File: config.mk
export PLATFORM = sky130hd
export DESIGN_NAME = stage_seq_arbiter
export DESIGN_NICKNAME = d
export VERILOG_FILES = /design/src/rtl/stage_seq_arbiter_pkg.sv /design/src/rtl/stage_seq_arbiter_rr_arbiter.sv /design/src/rtl/stage_seq_arbiter.sv
export SDC_FILE = /design/constraint.sdc
export NUM_CORES = 1
export LEC_CHECK = 0
export ABC_AREA = 1
export BUFFER_PORTS_ARGS = -buffer_cell sky130_fd_sc_hd__buf_4
export CAP_MARGIN = 30
export CORE_MARGIN = 2
export CORE_UTILIZATION = 48
export DETAILED_ROUTE_END_ITERATION = 7
export PLACE_DENSITY = 0.7
export SLEW_MARGIN = 10
export SYNTH_ARGS = -nofsm -noshare
export SYNTH_HDL_FRONTEND = slang
export SYNTH_SLANG_ARGS = --single-unit
File: constraint.sdc
create_clock -name clk -period 2 [get_ports clk]
set_input_delay 0.1 -clock clk [delete_from_list [all_inputs] [get_ports clk]]
set_output_delay 0.1 -clock clk [all_outputs]
set_load 0.01 [all_outputs]
File: src/rtl/stage_seq_arbiter_pkg.sv
// Shared types and helpers for the stage sequencing arbiter.
//   state_e  : FSM state encodings (2 bits)
//   id_width : width of a requester index for n requesters (minimum 1)
package stage_seq_arbiter_pkg;

    typedef enum logic [1:0] {
        ST_IDLE  = 2'd0,
        ST_RUN_A = 2'd1,
        ST_RUN_B = 2'd2,
        ST_RUN_C = 2'd3
    } state_e;

    function automatic int unsigned id_width(input int unsigned n);
        return (n <= 1) ? 1 : $clog2(n);
    endfunction

endpackage

File: src/rtl/stage_seq_arbiter_rr_arbiter.sv
// Purely combinational round-robin pick.
//   req      : request vector
//   ptr      : index with highest priority this round
//   winner_c : one-hot winner (0 when no request)
//   idx_c    : index of the winner
//   any_c    : at least one request present
module rr_arbiter #(
    parameter int unsigned NREQ = 4,
    parameter int unsigned IDW  = 2
) (
    input  logic [NREQ-1:0] req,
    input  logic [IDW-1:0]  ptr,
    output logic [NREQ-1:0] winner_c,
    output logic [IDW-1:0]  idx_c,
    output logic            any_c
);

    logic [IDW-1:0] cidx;

    // Scan from ptr upward, wrapping NREQ-1 -> 0; first requester wins.
    always_comb begin
        winner_c = '0;
        idx_c    = '0;
        any_c    = 1'b0;
        cidx     = '0;
        for (int unsigned i = 0; i < NREQ; i++) begin
            cidx = IDW'((32'(ptr) + i) % NREQ);
            if (!any_c && req[cidx]) begin
                any_c          = 1'b1;
                winner_c[cidx] = 1'b1;
                idx_c          = cidx;
            end
        end
    end

endmodule

File: src/rtl/stage_seq_arbiter.sv
// Shares one A->B->C stage engine among NREQ requesters: round-robin grant,
// stage sequencing and a per-stage watchdog.
//   clk, reset (async, active-low)
//   req[NREQ]              level requests
//   gnt[NREQ], busy        one-hot owner for the whole job, job in progress
//   start_a/b/c            one-cycle stage launch pulses
//   done_a/b/c             one-cycle stage completion pulses
//   done, err, done_id     job completion / watchdog abort with owner index
module stage_seq_arbiter
    import stage_seq_arbiter_pkg::*;
#(
    parameter  int unsigned NREQ    = 4,
    parameter  int unsigned TIMEOUT = 255,
    parameter  int unsigned TW      = 8,
    localparam int unsigned IDW     = id_width(NREQ)
) (
    input  logic            clk,
    input  logic            reset,
    input  logic [NREQ-1:0] req,
    output logic [NREQ-1:0] gnt,
    output logic            busy,
    output logic            start_a,
    output logic            start_b,
    output logic            start_c,
    input  logic            done_a,
    input  logic            done_b,
    input  logic            done_c,
    output logic            done,
    output logic            err,
    output logic [IDW-1:0]  done_id
);

    state_e          state_q, state_d;
    logic [NREQ-1:0] gnt_q, gnt_d;
    logic            busy_q, busy_d;
    logic            start_a_q, start_a_d;
    logic            start_b_q, start_b_d;
    logic            start_c_q, start_c_d;
    logic            done_q, done_d;
    logic            err_q, err_d;
    logic [IDW-1:0]  done_id_q, done_id_d;
    logic [IDW-1:0]  owner_q, owner_d;
    logic [IDW-1:0]  ptr_q, ptr_d;
    logic [TW-1:0]   timer_q, timer_d;

    logic [NREQ-1:0] winner_c;
    logic [IDW-1:0]  idx_c;
    logic            any_c;
    logic            stage_done_c;
    logic            expired_c;
    logic [IDW-1:0]  ptr_next_c;

    rr_arbiter #(
        .NREQ (NREQ),
        .IDW  (IDW)
    ) u_rr (
        .req      (req),
        .ptr      (ptr_q),
        .winner_c (winner_c),
        .idx_c    (idx_c),
        .any_c    (any_c)
    );

    // Next-state and registered-output logic.
    always_comb begin
        state_d   = state_q;
        gnt_d     = gnt_q;
        owner_d   = owner_q;
        ptr_d     = ptr_q;
        timer_d   = timer_q;
        done_id_d = done_id_q;
        start_a_d = 1'b0;
        start_b_d = 1'b0;
        start_c_d = 1'b0;
        done_d    = 1'b0;
        err_d     = 1'b0;

        // Only the done of the stage currently running counts.
        unique case (state_q)
            ST_RUN_A: stage_done_c = done_a;
            ST_RUN_B: stage_done_c = done_b;
            ST_RUN_C: stage_done_c = done_c;
            default:  stage_done_c = 1'b0;
        endcase

        expired_c  = (TIMEOUT != 0) && (timer_q == TW'(TIMEOUT));
        ptr_next_c = (owner_q == IDW'(NREQ - 1)) ? '0 : owner_q + IDW'(1);

        if (state_q == ST_IDLE) begin
            if (any_c) begin
                gnt_d     = winner_c;
                owner_d   = idx_c;
                start_a_d = 1'b1;
                timer_d   = '0;
                state_d   = ST_RUN_A;
            end
        end else if (stage_done_c) begin
            // A matching done beats a simultaneous watchdog expiry.
            timer_d = '0;
            unique case (state_q)
                ST_RUN_A: begin
                    start_b_d = 1'b1;
                    state_d   = ST_RUN_B;
                end
                ST_RUN_B: begin
                    start_c_d = 1'b1;
                    state_d   = ST_RUN_C;
                end
                default: begin
                    done_d    = 1'b1;
                    done_id_d = owner_q;
                    gnt_d     = '0;
                    ptr_d     = ptr_next_c;
                    state_d   = ST_IDLE;
                end
            endcase
        end else if (expired_c) begin
            err_d     = 1'b1;
            done_id_d = owner_q;
            gnt_d     = '0;
            ptr_d     = ptr_next_c;
            state_d   = ST_IDLE;
        end else begin
            timer_d = timer_q + TW'(1);
        end

        busy_d = |gnt_d;
    end

    always_ff @(posedge clk or negedge reset) begin
        if (!reset) begin
            state_q   <= ST_IDLE;
            gnt_q     <= '0;
            busy_q    <= 1'b0;
            start_a_q <= 1'b0;
            start_b_q <= 1'b0;
            start_c_q <= 1'b0;
            done_q    <= 1'b0;
            err_q     <= 1'b0;
            done_id_q <= '0;
            owner_q   <= '0;
            ptr_q     <= '0;
            timer_q   <= '0;
        end else begin
            state_q   <= state_d;
            gnt_q     <= gnt_d;
            busy_q    <= busy_d;
            start_a_q <= start_a_d;
            start_b_q <= start_b_d;
            start_c_q <= start_c_d;
            done_q    <= done_d;
            err_q     <= err_d;
            done_id_q <= done_id_d;
            owner_q   <= owner_d;
            ptr_q     <= ptr_d;
            timer_q   <= timer_d;
        end
    end

    assign gnt     = gnt_q;
    assign busy    = busy_q;
    assign start_a = start_a_q;
    assign start_b = start_b_q;
    assign start_c = start_c_q;
    assign done    = done_q;
    assign err     = err_q;
    assign done_id = done_id_q;

endmodule
[Word level (Yosys, flattened, before mapping)]
Cells that the tools add are included.
Operators by class
  $add $sub $neg: 5
  order comparisons: 8
  eq/ne operators: 8
  multiplexer cells: 64
  bitwise gates (word level): 4
  reduce and logical (&&, ||, !) cells: 19
Operators with widths (count)
  $mux 4: 9
  $mux 8: 4
  $mux 2: 15
  $mux 1: 26
  $lt 2x3->1 const B: 4
  $or 4x4->4: 3
  $add 8x1->8 const B: 1
  $bmux 1 s2: 4
  $demux 1 s2: 4
  $eq 8x8->1 const B: 1
  $ge 2x1->1 const B: 4
  $logic_and 1x1->1: 7
  $eq 2x2->1 const B: 3
  $reduce_and 2->1: 3
  $add 2x1->2 const B: 2
  $add 2x2->2 const B: 2
  $ne 2x2->1 const B: 2
  $pmux 2 s2: 1
  $reduce_or 4->1: 1
  $logic_not 1->1: 3
  $ne 3x2->1 const B: 1
  $pmux 1 s3: 1
  $reduce_and 3->1: 1
  $reduce_bool 3->1: 1
  other kinds (5): 5
Word-level totals
  flip-flop bits (word level): 26
  output and inout port bits: 12

[Longest topological paths before layout]
Gate-level depths: netlist of the first run.
  depth after elaboration: 15
  gate-level depth with buffers: 13

[Cells and area by module]
Synthesis of the first run repeated with hierarchy kept, for this count alone.
Unflattened totals
  cells, all modules: 222
  area, all modules: 1729.2 um^2
Modules (own cells, without submodules)
  stage_seq_arbiter: instances 1, cells an instance 148, area an instance 1288.7 um^2, sequential area each 650.6 um^2
  rr_arbiter: instances 1, cells an instance 74, area an instance 440.4 um^2, sequential area each 0.0 um^2

[Worst setup path after synthesis of the first run]
No wires, ideal clock.
  path kind: flip-flop to flip-flop
  from: reg ptr_q[0]
  to: reg owner_q[0]
  library setup time: 0.082 ns
  arrival time: 1.788 ns
  required time: 1.918 ns
  setup slack: 0.130 ns
  stages on the path, launching flop included: 13
  buffers on the path: 1
  clock period less this slack: 1.870 ns
  path through: dfrtp_1 inv_2 ha_1 inv_1 nand3_1 nand2_2 nand3_4 nor2_4 nand2_2 nand2_2 buf_6 a21oi_1 a22oi_2
On the way
  cells in the longest elaborated chain, start to end: 13
  elaborated cells on any way between the ends: 26
Ends and longest elaborated chain
  from (decl): line stage_seq_arbiter.sv:43  | logic [IDW-1:0] ptr_q, ptr_d;
  from (signal assigned): line stage_seq_arbiter.sv:155  | ptr_q <= ptr_d;
  branches (longest 13 deep; another with $add 2x1->2)
  to (signal assigned): line stage_seq_arbiter.sv:154  | owner_q <= owner_d;
  to (decl): line stage_seq_arbiter.sv:42  | logic [IDW-1:0] owner_q, owner_d;
Parallel ways; which one is timed is not known. The select of a mux whose other input is x is not followed.
A chain may end at the register's enable or synchronous reset.

[Worst setup path after layout of the first run]
  from: reg state_q[0]
  to: reg done_id_q[1], in the netlist done_id[1]
On the way
  cells in the longest elaborated chain, start to end: 4
  elaborated cells on any way between the ends: 11
Ends and longest elaborated chain
  from (decl): line stage_seq_arbiter.sv:33  | state_e state_q, state_d;
  from (signal assigned): line stage_seq_arbiter.sv:145  | state_q <= state_d;
  $eq 2x2->1 (tied with other cells): line stage_seq_arbiter.sv:79  | unique case (state_q)
  $pmux 1 s3 / $reduce_or 2->1 (equally long branches)
  $ne 2x2->1 (no source line) / $reduce_bool 2->1 (equally long branches)
  $reduce_and 3->1 (no source line)
  to (signal assigned): line stage_seq_arbiter.sv:153  | done_id_q <= done_id_d;
  to (decl): line stage_seq_arbiter.sv:41  | logic [IDW-1:0] done_id_q, done_id_d;
Parallel ways exist; a longest one is shown, timed or not.

==> results of run 1 <==
## report_power, final
part           internal, mW  leakage [nW]  switching, mW
clock                 0.203        0.0279          0.159
combinational         0.753         0.700           1.23
sequential            0.698         0.336          0.116
total                  1.65          1.06           1.51
## synthesized netlist by cell type
library cell	n	area [um2]
xor2_1	5	43.8
nand2_4	1	11.3
nand3_1	23	115
a21oi_1	4	20.0
inv_2	3	11.3
or2_2	1	6.26
mux2_2	1	11.3
nor2_2	2	12.5
o22ai_1	5	31.3
nand4_1	5	31.3
nor2_4	3	33.8
nand3_2	2	20.0
a21boi_1	1	7.51
buf_6	1	11.3
nand2_2	9	56.3
o21a_1	1	7.51
dfrtp_1	26	651
nand3_4	1	17.5
o21ai_0	6	30.0
xnor2_1	1	8.76
inv_1	25	93.8
clkbuf_1	1	3.75
o211ai_1	3	22.5
a21boi_0	3	22.5
o2111ai_1	1	8.76
nand2_1	56	210
nor3_1	2	10.0
nor2_1	9	33.8
a22oi_2	1	12.5
ha_1	14	175
## cell families (layout without fill, tap and decap cells)
group / after synthesis / after routing / synth area share (%)
muxes: 1 / 1 / 0.651
and+or+nand+nor: 114 / 114 / 32.2
adders and majority gates: 14 / 14 / 10.1
DFF: 26 / 26 / 37.6
buffers and inverters: 30 / 61 / 6.94
AOI/OAI and AO/OA: 25 / 25 / 9.40
xor gates and xnor gates: 6 / 6 / 3.04
## layer usage
layer | vias to the layer above | global-route usage (%) | part of all wire [%]
li1 | 766 | - | -
met1 | 712 | 27.7 | 50
met2 | 21 | 29.2 | 47
met3 | 2 | 1.06 | 2.6
met4 | 0 | 5.71 | 0.79
met5 | - | 0 | 0
## layout make-up
cell class | count | area, um2
Sequential cell | 26 | 652
Inverter | 28 | 105
Clock buffer | 3 | 22.5
Timing Repair Buffer | 29 | 220
Multi-Input combinational cell | 160 | 982
Fill cell | 291 | 1320
Tap cell | 46 | 57.6
Clock inverter | 1 | 30.0
## registers in the layout (all words and copies together) (netlist names)
signal,cells
err,1
start_c,1
start_b,1
state_q,2
timer_q,8
owner_q,2
busy,1
start_a,1
done_id,2
done,1
gnt,4
ptr_q,2
## placed cells by master, fill, tap and decap left out, types with 2 or more instances in the layout
cell	Yosys	final
nor2_2	2	2
buf_4	0	28
inv_2	3	5
nand3_1	23	23
o211ai_1	3	3
nand2_2	9	12
nor2_4	3	3
o21ai_0	6	6
nand2_1	56	51
ha_1	14	14
a21boi_0	3	3
xor2_1	5	5
dfrtp_1	26	25
inv_1	25	23
nor2_1	9	9
o22ai_1	5	5
nand3_2	2	2
nand4_1	5	5
nand2_4	1	3
nor3_1	2	2
a21oi_1	4	4
clkbuf_4	0	3
## metrics by stage
step           cell area (um2)  instances  power (mW)
6_report                  2070        293        3.16
4_1_cts                   2050        293        3.13
2_1_floorplan             1730        216        2.21
3_3_place_gp              1980        287        2.74
3_5_place_dp              1980        287        2.73
5_1_grt                   2070        293        3.49
## how the worst max path moves through the flow
| stage | to | from | cells after the start | slack [ns] |
|---|---|---|---|---|
| 6_report | done_id[1]$_DFFE_PN0P_ | state_q[0]$_DFFE_PN0P_ | 10 | 0.11 |
| 5_1_grt | done_id[1]$_DFFE_PN0P_ | state_q[0]$_DFFE_PN0P_ | 10 | -0.03 |
| 4_1_cts | done_id[1]$_DFFE_PN0P_ | state_q[0]$_DFFE_PN0P_ | 10 | 0.06 |
| 3_5_place_dp | done_id[1]$_DFFE_PN0P_ | state_q[0]$_DFFE_PN0P_ | 10 | 0.005 |
| 3_3_place_gp | done_id[1]$_DFFE_PN0P_ | state_q[0]$_DFFE_PN0P_ | 10 | 0.006 |
| 2_1_floorplan | owner_q[0]$_DFFE_PN0P_ | ptr_q[0]$_DFFE_PN0P_ | 12 | 0.13 |
## repair_timing
| action | 4_1_cts | 5_1_grt |
|---|---|---|
| pin swaps | 1 | 1 |
| endpoints found under the hold margin | 26 | 0 |
| endpoints found under the setup margin | 1 | 10 |
| buffers inserted | 1 | 0 |
| resized for setup | 1 | 9 |
| hold buffers | 1 | 0 |
==> impl_results.md, run 1 <==
- H-tree depth: 1
- Headroom to the max-slew limit: between 70% and 80%
- TritonCTS clock tree: yes
- CP bufs+invs: 2
- Crit path max fanout: 5
- Crit path top cell by count: nand2_1
- CP top delay family: simple AND/OR/NAND/NOR gates
- Register area share after synthesis: between 30% and 40%
- Yosys reg bits: 26
- FF-to-FF End: done_id[1]$_DFFE_PN0P_
- Crit share post-route: roughly 94%
- GRT overflow: 0
- Syn-to-layout area delta: 19.6%
- RSZ-0062 raised after global routing: true
- N_diodes: 0
- Minimum clock period: 1.89 ns
- Critical Path AT: between 2 and 2.5 ns
- Largest net degree at the start of global routing: 27
- Max cap viols: 0
- ANT nets after route: 0
- Crit-path cells: inv_2, ha_1, nand2_1, nand3_1, nand2_1, inv_1, nand2_2, nand2_4, nor2_4, mux2_2
- Initial antenna violation count: 0
- Share of cells above drive strength 1: around a quarter
- Yosys cell types: 30
- Routed WL per cell: about 12 um
- Worst-Margin Slew: around 0.33 ns
- Die Ht: between 60 and 70 um
- Via count: 1501
- Port bufs: 20
- CP max stage delay: 0.45 ns
- First-pass DRT Iterations: 4
- Pre-CTS setup slack: between 0.004 and 0.005 ns
- Syn Nets: approximately 240
- Crit-path slowest cell: dfrtp_1
- Setup violators final: 0
- CTS clk-pin slew, worst paths: roughly 0.14 ns
- DR iter-0 viols: 64
- Final Core Density: around 61%
- Ys Warns: 0
- Hold Vio Cnt, Final: 0
- Crit Path Category: reg -> reg
- Vias in the first global route: between 1000 and 1500
- Clock Skews: about 0.0023 ns
- CTS max path bufs: 2
- Max-slew violations: 0
- Leakage: around 1.1 nW
- Initial Util: roughly 51%
- First-pass GRT wire length: between 6000 and 7000 um
- Post-DR vias/cell: between 5 and 6
- Hold WS: a little under 0.2 ns
- IO Count: 21
- Max Fclk: about 0.53 GHz
- CP required: around 2.2 ns
- Status: completed
- Routability-driven placement congestion ratio: roughly 0.86
- Die ar.: slightly above 4000 um2
- Peak VDD IR: ~0.82 mV
- Synthesized cell area: between 1500 and 2000 um2
- HPWL after detailed placement: approximately 2700 um
- Reg2reg start: state_q[0]$_DFFE_PN0P_
- Clk_lat worst skew: between 0.3 and 0.4 ns
- Average instance area after synthesis: 8.01 um2
- Core Region: 3390 um2
- Sink Count: 26
- Die X: 64.0 um
- Final net count: around 270
- CTS root buf: clkbuf_4
- Power Density: approximately 1500 nW/um2
- DRC: 0
- Hold crit path type: in -> async
- Post-Syn Instances: between 200 and 250
- Startpoint types: flip-flop
- WL final: between 3000 and 4000 um
- Reg-to-reg slack, setup: 0.11 ns
- Total CTS buffers: 3
- Overall Global Routing Usage: around a fifth
- PnR worst setup slack: roughly 0.11 ns
- Setup TNS: 0 ns
- Cell row count: 21
- Crit. End Element: flip-flop
- Path depth of the worst reg2reg path: 10
No activity file was read; power rests on OpenSTA's default activity.
==> inputs of run 2 (changes only) <==
--- a/config.mk
+++ b/config.mk
@@ -8,10 +8,11 @@
 export ABC_AREA = 1
 export BUFFER_PORTS_ARGS = -buffer_cell sky130_fd_sc_hd__buf_4
 export CAP_MARGIN = 30
-export CORE_MARGIN = 2
+export CORE_MARGIN = 8
 export CORE_UTILIZATION = 48
 export DETAILED_ROUTE_END_ITERATION = 7
 export PLACE_DENSITY = 0.7
+export SETUP_SLACK_MARGIN = 0.15
 export SLEW_MARGIN = 10
 export SYNTH_ARGS = -nofsm -noshare
 export SYNTH_HDL_FRONTEND = slang
==> run 2 against run 1 <==
Net effect: core utilization increased by 8.2 points; critical path depth grew 3; clock skew rose by 0.0069 ns; critical path type unchanged; critical endpoint is now busy$_DFF_PN0_; highest routed layer unchanged.
==> impl_results.md, run 2 (same netlist as run 1, synthesis figures left out) <==
- Reg-to-reg slack, setup: roughly 0.22 ns
- Power Density: roughly 1600 nW/um2
- Final Core Density: around 69%
- Vias in the first global route: around 1500
- Setup TNS: 0 ns
- Syn-to-layout area delta: 42.1%
- Register with the most flip-flops: timer_q
- CTS root buf: clkbuf_4
- Clock Skews: about 0.0092 ns
- First-pass GRT wire length: about 6700 um
- Routability-driven placement congestion ratio: approximately 0.9
- N_diodes: 0
- Cell row count: 22
- TritonCTS clock tree: yes
- Die X: 76.0 um
- Reg2reg start: ptr_q[0]$_DFFE_PN0P_
- Clk_lat worst skew: 0.33 ns
- Final net count: about 300
- Via count: 1652
- Crit path max fanout: 7
- Worst-Margin Slew: between 0.3 and 0.4 ns
- HPWL after detailed placement: between 2000 and 3000 um
- Minimum clock period: about 1.8 ns
- Hold crit path type: in -> reg
- Initial Util: roughly half
- Post-DR vias/cell: 5.15
- Leakage: 1.24 nW
- H-tree depth: 1
- Overall Global Routing Usage: a little over an eighth
- Most frequent cells in the layout: 49 x buf_4, 38 x nand2_1, 25 x dfrtp_1, 21 x inv_1, 19 x nand3_1
- Die ar.: slightly below 6000 um2
- Min-delay src: done_c
- Headroom to the max-slew limit: between 70% and 80%
- Max FFs per register: 8
- DR iter-0 viols: 83
- Total CTS buffers: 3
- Routed WL per cell: ~14 um
- Core Region: 3550 um2
- Setup violators final: 0
- Initial antenna violation count: 0
- WL final: 4370 um
- Max-slew violations: 0
- First-pass DRT Iterations: 4
- Largest net degree at the start of global routing: 27
- Critical Path AT: 2.02 ns
- Crit Path Category: reg -> reg
- RSZ-0062 raised after global routing: true
- GRT overflow: 0
- Hold WS: 0.198 ns
- Most common cell after layout, fill and taps aside: buf_4
- Max cap viols: 0
- Status: completed
- DRC: 0
- Sink Count: 26
- Port bufs: 20
- Crit. End Element: flip-flop
- Hold Vio Cnt, Final: 0
- CTS max path bufs: 2
- CP required: between 2 and 2.5 ns
- Worst setup startpoint: ptr_q[0]$_DFFE_PN0P_
- Startpoint types: flip-flop
- ANT nets after route: 0
- CTS clk-pin slew, worst paths: ~0.14 ns
- Die Ht: about 76 um
- Peak VDD IR: approximately 0.74 mV
- Max Fclk: ~0.56 GHz
- Share of cells above drive strength 1: between 40% and 50%
- Crit share post-route: 89.2%
- IO Count: 21
[run 2: cell types whose count changed in the layout (fill, tap and decap cells not counted), moves of 3 or more]
cell,previous run,this run
nor2_1,9,6
nand2_1,51,38
buf_4,28,49
ha_1,14,11
inv_4,0,3
nand2_2,12,17
nand2_4,3,11
nand3_1,23,19
[run 2: power by group]
| group | total, mW | switching [mW] | leakage, nW | internal (mW) |
|---|---|---|---|---|
| sequential | 0.818 | 0.119 | 0.336 | 0.698 |
| clock | 0.269 | 0.158 | 0.0210 | 0.112 |
| combinational | 2.94 | 1.61 | 0.882 | 1.34 |
| total | 4.03 | 1.88 | 1.24 | 2.15 |
[run 2: cell type report]
class	instances	area (um2)
multi-input cells	160	1140
fillers	270	1090
inverters	28	113
flip-flops and latches	26	652
well taps	48	60.1
clock buffers	4	36.3
repair buffers	55	455
[run 2: worst paths after layout]
check                                    endpoint  cells past startpoint
max                                busy$_DFF_PN0_                     13
max in group asynchronous    ptr_q[0]$_DFFE_PN0P_                      2
min reg2reg                done_id[0]$_DFFE_PN0P_                      1
max reg2reg                        busy$_DFF_PN0_                     13
min                                done$_DFF_PN0_                      5
min in group asynchronous  timer_q[6]$_DFFE_PN0P_                      2
[run 2: routing by layer]
layer	vias up	track usage, %	part of all wire (%)	wire length, um
met5	-	0	0	0
met4	0	4.71	1.4	59
met3	4	1.77	4.1	178
met2	37	21.5	49	2160
met1	795	17.3	45	1980
li1	816	-	-	-
[run 2: what timing repair did]
action / CTS / global route
hold buffers: 1 / 0
pin swaps: 2 / 23
gates cloned: 0 / 0
endpoints found under the hold margin: 26 / 0
setup buffers: 5 / 22
gates resized for setup: 5 / 54
setup endpoints to repair: 8 / 20
[run 2: worst max-delay path, cell delays in order (launching register included)]
cell and delay (ns):
dfrtp_2 0.45, inv_4 0.07, buf_8 0.13, nand2_2 0.08, nand3_4 0.12, nand2_4 0.08, buf_4 0.13, nand2_1 0.05
a21boi_1 0.20, nand3_1 0.09, nand2_1 0.08, nand2_2 0.05, nor2_1 0.09, nand2_1 0.06
[run 2: metrics by stage]
stage	worst slack, ns	cell area [um2]	power, mW	std cells
after floorplan	0.167	1730	2.21	216
after detailed placement	0.0244	1980	2.75	289
after global placement	0.0346	1980	2.75	289
final	0.215	2460	4.03	321
after CTS	0.157	2070	3.13	299
after global routing	0.0934	2460	4.36	321
==> inputs of run 3 (changes only) <==
--- a/config.mk
+++ b/config.mk
@@ -11,8 +11,8 @@
 export CORE_MARGIN = 8
 export CORE_UTILIZATION = 48
 export DETAILED_ROUTE_END_ITERATION = 7
-export PLACE_DENSITY = 0.7
-export SETUP_SLACK_MARGIN = 0.15
+export MAX_ROUTING_LAYER = met4
+export PLACE_DENSITY = 0.68
 export SLEW_MARGIN = 10
 export SYNTH_ARGS = -nofsm -noshare
 export SYNTH_HDL_FRONTEND = slang
==> constraint.sdc (replaced) <==
create_clock -name clk -period 1.75 [get_ports clk]
set_input_delay 0.0875 -clock clk [delete_from_list [all_inputs] [get_ports clk]]
set_output_delay 0.0875 -clock clk [all_outputs]
set_load 0.01 [all_outputs]
==> run 3 against run 2 <==
Net effect: power up 6.7%; core utilization down 2.5 points; critical path depth down 1; via count down 5.3%; fmax up 3.3%; register-to-register slack worse by 0.19 ns; clock skew up 0.0058 ns; worst setup slack worse by 0.19 ns; critical endpoint is now owner_q[0]$_DFFE_PN0P_; die area unchanged; wire length down 14%.
==> impl_results.md, run 3 (same netlist as run 1, synthesis figures left out) <==
- Leakage: 1.19 nW
- CP bufs+invs: 3
- Crit-path cells: inv_4, ha_4, inv_4, nand3_2, nand2_2, nand3_4, nor2_4, nand2_2, nand2_4, buf_12, a21oi_1, a22oi_2
- CP required: 1.99 ns
- Max Fclk: about 0.58 GHz
- Hold WS: 0.142 ns
- Die ar.: 5780 um2
- Status: completed
- Clk_lat worst skew: 0.32 ns
- Die Ht: around 76 um
- GRT overflow: 0
- Vias in the first global route: 1528
- Hold Vio Cnt, Final: 0
- Max cap viols: 0
- Power Density: approximately 1800 nW/um2
- Port bufs: 20
- Crit-path slowest cell: dfrtp_2
- Post-route cell area: 2370 um2
- DR iter-0 viols: approximately 100
- Routability-driven placement congestion ratio: 0.884
- Final net count: slightly below 300
- CP max stage delay: between 0.4 and 0.5 ns
- Critical Path AT: roughly 2 ns
- Sink Count: 26
- Total placed cells including tap cells: 308
- Area occupied by multi-input gates: between 1000 and 1500 um2
- Headroom to the max-slew limit: 78.1%
- CTS clk-pin slew, worst paths: between 0.1 and 0.15 ns
- Filler instances: ~280
- Cell Area, Placed: 2150 um2
- CP top delay family: simple AND/OR/NAND/NOR gates
- Minimum clock period: 1.73 ns
- Core Region: 3550 um2
- Total CTS buffers: 3
- Peak VDD IR: roughly 0.9 mV
- RSZ-0062 raised after global routing: true
- Largest net degree at the start of global routing: 27
- HPWL after detailed placement: 2900 um
- Most frequent cells in the layout: 44 x buf_4, 39 x nand2_1, 25 x dfrtp_1, 24 x nand2_2, 21 x inv_1
- N_diodes: 0
- Setup violators final: 0
- Register with the most flip-flops: timer_q
- Cell row count: 22
- TritonCTS clock tree: yes
- H-tree depth: 1
- Worst-Margin Slew: ~0.33 ns
- Hold crit path type: in -> reg
- Initial Util: just under 50%
- Pre-CTS setup slack: -0.0361 ns
- Post-DR vias/cell: slightly below 5
- Share of cells above drive strength 1: 41.2%
- Crit Path Category: reg -> reg
- IO Count: 21
- PnR worst setup slack: between 0.02 and 0.025 ns
- First-pass GRT wire length: about 6500 um
- Syn-to-layout area delta: 36.9%
- CTS max path bufs: 2
- Die X: about 76 um
- DRC: 0
- Max-slew violations: 0
- Startpoint types: flip-flop
- Routed WL per cell: 12.0 um
- Overall Global Routing Usage: between 10% and 20%
- Most common cell after layout, fill and taps aside: buf_4
- Register area: about 650 um2
- Clock Skews: around 0.015 ns
- Crit share post-route: a little over nine tenths
- Max FFs per register: 8
- Via count: around 1600
- CTS root buf: clkbuf_4
- Initial antenna violation count: 0
- Final Non-Filler Cells: 315
- First-pass DRT Iterations: 4
- ANT nets after route: 0
- Crit path max fanout: 5
- Power, Total: roughly 4.3 mW
- WL final: 3770 um
- Crit. End Element: flip-flop
## run 3: cell types whose count changed in the layout (fill, tap and decap cells not counted), sizes merged
cell    previous run  this run
buf               54        48
clkbuf             4         3
bufinv             0         1
## run 3: timing repair
action                     CTS  global route
gates resized for setup      7            38
hold buffers                 1             0
hold endpoints to repair    26             0
buffers inserted             1             1
pin swaps                    4            14
setup endpoints to repair    8            19
## run 3: area by class of cell
cell class,instances,area share [%]
clock inverters,1,1.27
flip-flops and latches,26,27.5
well taps,48,2.54
inverters,28,4.75
repair buffers,49,16.6
clock buffers,3,0.951
multi-input cells,160,46.3
## run 3: layer usage
layer / vias up / track usage, % / share of wire (%)
met5: - / - / 0
met4: 0 / 5.29 / 0.72
met3: 2 / 1.65 / 1.9
met2: 24 / 21.5 / 48
met1: 723 / 17.0 / 49
li1: 815 / - / -
## run 3: path summary, 6_finish.rpt
path | end | slack [ns] | start | cells past startpoint
max in group asynchronous | ptr_q[0]$_DFFE_PN0P_ | 1.30 | reset | 2
setup reg to reg | owner_q[0]$_DFFE_PN0P_ | 0.02 | ptr_q[0]$_DFFE_PN0P_ | 12
hold / removal | done$_DFF_PN0_ | 0.14 | done_c | 5
hold reg to reg | done_id[0]$_DFFE_PN0P_ | 0.53 | done_id[0]$_DFFE_PN0P_ | 1
setup / recovery | owner_q[0]$_DFFE_PN0P_ | 0.02 | ptr_q[0]$_DFFE_PN0P_ | 12
min in group asynchronous | done$_DFF_PN0_ | 0.18 | reset | 2
## run 3: power breakdown
group          switching, mW  total [mW]  internal (mW)
clock                  0.171       0.402          0.232
combinational           1.65        2.96           1.31
sequential             0.140       0.938          0.798
total                   1.96        4.30           2.34
## run 3: stage by stage
| step | utilization, % | setup TNS, ns |
|---|---|---|
| 6_report | 66.7 | 0 |
| 5_1_grt | 66.7 | -0.501 |
| 4_1_cts | 63.0 | 0 |
| 3_5_place_dp | 60.5 | -0.0568 |
| 2_1_floorplan | - | 0 |
| 3_3_place_gp | 60.5 | -0.00219 |
## run 3: tightest hold or removal path: stages
cell     delay [ns]
buf_4          0.11
nand2_1        0.07
nand3_2        0.06
nand2_2        0.07
nor3_1         0.05
